==> src/rtl/seq_unrotator_4bit.sv <==
// seq_unrotator_4bit
//
// Receive-side inverse of the 4-bit barrel rotator. The forward rotator
// rotates a word right by s; this block takes that rotated word together
// with the same s and rotates it back left, one position per clock, so the
// pair round-trips any 4-bit word.
//
// Ports:
//   i_clk    rising-edge clock, the only clock
//   i_rst    synchronous active-high reset
//   i_start  request, sampled only while o_ready is high
//   i_d_in   rotated word, captured with i_start
//   i_s      rotation amount used by the forward rotator, captured with i_start
//   o_ready  high while idle, the block accepts i_start
//   o_busy   high while rotating
//   o_done   one-cycle pulse, o_q holds the restored word in this cycle
//   o_q      working/result register (shows intermediate rotations while busy)

module seq_unrotator_4bit #(
    parameter int WIDTH = 4,
    parameter int SW    = 2
) (
    input  logic             i_clk,
    input  logic             i_rst,
    input  logic             i_start,
    input  logic [WIDTH-1:0] i_d_in,
    input  logic [SW-1:0]    i_s,
    output logic             o_ready,
    output logic             o_busy,
    output logic             o_done,
    output logic [WIDTH-1:0] o_q
);

    typedef enum logic [1:0] {
        IDLE  = 2'd0,
        SHIFT = 2'd1,
        DONE  = 2'd2
    } state_t;

    state_t           r_state;
    state_t           w_next_state;
    logic [SW-1:0]    r_cnt;
    logic [WIDTH-1:0] r_q;

    // State register. Reset wins over everything, so an operation caught
    // mid-rotation is simply dropped without a done pulse.
    always_ff @(posedge i_clk) begin
        if (i_rst) begin
            r_state <= IDLE;
        end else begin
            r_state <= w_next_state;
        end
    end

    // Next-state decode. A zero rotation needs no shifting and goes straight
    // to DONE; otherwise SHIFT runs until the counter reaches its last step.
    always_comb begin
        w_next_state = r_state;
        case (r_state)
            IDLE: begin
                if (i_start) begin
                    if (i_s == SW'(0)) begin
                        w_next_state = DONE;
                    end else begin
                        w_next_state = SHIFT;
                    end
                end
            end
            SHIFT: begin
                if (r_cnt == SW'(1)) begin
                    w_next_state = DONE;
                end
            end
            DONE: begin
                w_next_state = IDLE;
            end
            default: begin
                w_next_state = IDLE;
            end
        endcase
    end

    // Datapath. The word and amount are captured only on an accepted start;
    // each SHIFT edge rotates left by one and counts down. The counter never
    // wraps because SHIFT is only entered with a non-zero amount. Outside
    // these cases the result simply holds until the next accepted start.
    always_ff @(posedge i_clk) begin
        if (i_rst) begin
            r_q   <= '0;
            r_cnt <= '0;
        end else begin
            case (r_state)
                IDLE: begin
                    if (i_start) begin
                        r_q   <= i_d_in;
                        r_cnt <= i_s;
                    end
                end
                SHIFT: begin
                    r_q   <= {r_q[WIDTH-2:0], r_q[WIDTH-1]};
                    r_cnt <= r_cnt - SW'(1);
                end
                default: begin
                    r_q   <= r_q;
                    r_cnt <= r_cnt;
                end
            endcase
        end
    end

    // Handshake outputs are pure state decodes, so nothing on the inputs can
    // reach an output combinationally and the three flags are exclusive.
    always_comb begin
        o_ready = (r_state == IDLE);
        o_busy  = (r_state == SHIFT);
        o_done  = (r_state == DONE);
        o_q     = r_q;
    end

endmodule

==> config.mk <==
export PLATFORM = sky130hd
export DESIGN_NAME = seq_unrotator_4bit
export DESIGN_NICKNAME = d
export VERILOG_FILES = /design/src/rtl/seq_unrotator_4bit.sv
export SDC_FILE = /design/constraint.sdc
export NUM_CORES = 1
export LEC_CHECK = 0
export BUFFER_PORTS_ARGS = -buffer_cell sky130_fd_sc_hd__buf_4
export CELL_PAD_IN_SITES_DETAIL_PLACEMENT = 0
export CELL_PAD_IN_SITES_GLOBAL_PLACEMENT = 1
export CORE_MARGIN = 2
export CORE_UTILIZATION = 34
export CTS_CLUSTER_DIAMETER = 30
export DETAILED_ROUTE_END_ITERATION = 6
export PLACE_DENSITY = 0.83
export SLEW_MARGIN = 20
export SYNTH_ARGS = -nofsm -noshare
export SYNTH_HDL_FRONTEND = slang
export SYNTH_SLANG_ARGS = --single-unit
==> constraint.sdc <==
create_clock -name i_clk -period 1.2 [get_ports i_clk]
set_input_delay 0.18 -clock i_clk [delete_from_list [all_inputs] [get_ports i_clk]]
set_output_delay 0.18 -clock i_clk [all_outputs]
set_load 0.05 [all_outputs]
==> results.toml <==
[route]
drcViolationCount = 0
num_vias = 356
ant_nets = 0
initialDrtViolationCount = 3
drt-total-wl_um = 758
dr.pass1.iters = 2
via_per_inst = 4.75
avgRoutedWirePerCell_um = 10.1

[critical_path]
cp_max_fo = 6
worst_setup_path_end_kind = "output port"
worstPathArrival_ns = 0.98
required_ns = 1.02
crit_chain = "and2b_1, buf_6"
crit_type = "reg -> out"
max_stage_delay_ns = 0.34
start_kind = "flop"
cp_slowest_cell = "dfxtp_2"

[global_route]
first_global_vias = 277
track_usage_pct = 10.9
grt_pass1_wl_um = 1150
grt_overflow = 0
grt_max_degree = 11
antenna_found_initial = 0

[cells_and_area]
final_area_sq_um = 648
diodes = 0
fin_cells = 75
layout-drive-gt1-share_pct = 66.7
mostFrequentLayoutCell = "buf_4"
final_core_util_pct = 50.4
fin_nets = 72
layout_common_cells = "15 x buf_4, 6 x nor2_2, 6 x dfxtp_1, 5 x mux2i_1, 5 x a211oi_2"
area_growth_pct = 41.9
fillers = 113

[sta]
timing.hold.ws_ns = 0.186
drv_slew = 0
period_minus_slack_ns = 1.16
finalSetupViolCount = 0
rsz0062_at_grt = "yes"
period_share_pct = 96.6
slew_headroom_pct = 86.6
skew_ns = 0.00240
max_freq_mhz = 862
tightestPinTransition_ns = 0.196
finalHoldViolCount = 0

[placed_design]
portBuffers = 15
dp.cells = 70
hpwl_um = 586
place_area_sq_um = 586
gp_congestion = 0.639

[logic_synthesis]
synth_nets = 51
yosys_warnings = 0
ys_ff_latch = 8
synth_area_leaders = "dfxtp_1 35%, a211oi_2 14%, mux2i_1 11%"
synth_top_area_share_pct = 35.1
async_flop_share_pct = 0
yosys_most_used_dff = "dfxtp_1"
synth.avg_cell_area_sq_um = 11.1
synth_edf_count = 0
yosysTopAreaCell = "dfxtp_1"
ys_seq_area_share_pct = 35.1
synthCells = 41
syn_area_sq_um = 457
yosysUniqueCellTypes = 21

[clock_tree]
numCtsBuffers = 3
cts_tree = "done"
clkTransAtPathRegs_ns = 0.05
insertion_delay_ns = 0.24
clockBufferDepth = 2
cts_root_buf = "clkbuf_4"
cts_num_sinks = 8
htree_levels = 1

[floorplan]
die_height_um = 40.7
die-area_sq_um = 1650
rows = 13
core_region_area_sq_um = 1280
start_util_pct = 35.5
fp.dieW_um = 40.7
pin_count = 16

[power]
peakVddDrop_mv = 0.662
leakagePower_nw = 0.271
pwr_density_cell_nw_per_um2 = 1280

[flow_run]
cap_violations = 0

[hold_path]
min_path_type = "in -> reg"

[run_status]
status = "completed"
[what timing repair did]
item                                    in CTS  in global routing
endpoints found under the setup margin       2                  2
hold buffers                                 0                  0
setup buffers                                2                  0
resized for setup                            5                  3
pin swaps                                    0                  0
[per-layer routing]
metal  vias up  track usage (%)  wire, um
met4         0             5.00        11
met2        11             15.5       325
met5         -                0         0
met1       156             14.8       357
li1        187                -         -
met3         2             3.26        63
[Yosys cell counts (2+ instances only)]
| library cell | n |
|---|---|
| dfxtp_1 | 8 |
| a211oi_2 | 5 |
| mux2i_1 | 5 |
| nor2_2 | 5 |
| inv_1 | 2 |
[state kept, by name, indices dropped and copies added (netlist names)]
| signal | cells |
|---|---|
| r_state | 2 |
| o_q | 4 |
| r_cnt | 2 |
[worst max-delay path, delay by kind of cell (launching register included)]
kind | cells | cell delay (ns)
buffers and inverters | 1 | 0.17
AND/OR/NAND/NOR | 1 | 0.23
flip-flops | 1 | 0.34
[final timing paths]
kind                                              start                       to  slack [ns]  depth (start not counted)
worst max-delay path            r_state[1]$_SDFFE_PP0P_                   o_busy        0.04                          2
worst min-delay path                              i_rst      o_q[0]$_SDFFE_PP0P_        0.19                          2
worst max register to register  r_state[0]$_SDFFE_PP0P_  r_state[1]$_SDFFE_PP0P_        0.08                          4
worst min register to register    r_cnt[0]$_SDFFE_PP0P_    r_cnt[0]$_SDFFE_PP0P_        0.48                          2
[final cells by class]
cell class	count	area (sq um)	area share (%)
Multi-Input combinational cell	28	264	40.7
Inverter	2	7.51	1.16
Timing Repair Buffer	19	170	26.3
Sequential cell	8	165	25.5
Tap cell	15	18.8	2.90
Clock buffer	3	22.5	3.47
[where the power goes]
group	total, mW	leakage [nW]	switching [mW]	internal, mW
Combinational	0.315	0.190	0.176	0.139
Sequential	0.321	0.0674	0.0258	0.295
Clock	0.194	0.0138	0.0804	0.114
Total	0.830	0.271	0.282	0.547
[cells by family (layout without fill, tap and decap cells)]
| group | Yosys count | after routing | share of synthesized area, % |
|---|---|---|---|
| flip-flops | 8 | 8 | 35.1 |
| AND/OR/NAND/NOR | 11 | 11 | 15.3 |
| AO/OA/AOI/OAI | 11 | 11 | 26.6 |
| buffers and inverters | 5 | 24 | 9.31 |
| multiplexers | 5 | 5 | 11.0 |
| adder cells (fa/ha/maj) | 1 | 1 | 2.74 |
[stage by stage]
stage                     setup WS, ns  power [mW]  setup TNS [ns]
after floorplan                -0.0688       0.551         -0.0688
after global placement           0.113       0.621               0
after detailed placement         0.107       0.624               0
after CTS                       0.0157       0.831               0
after global routing          -0.00220       0.877        -0.00220
final                           0.0405       0.830               0
No activity file was read; power rests on OpenSTA's default activity.
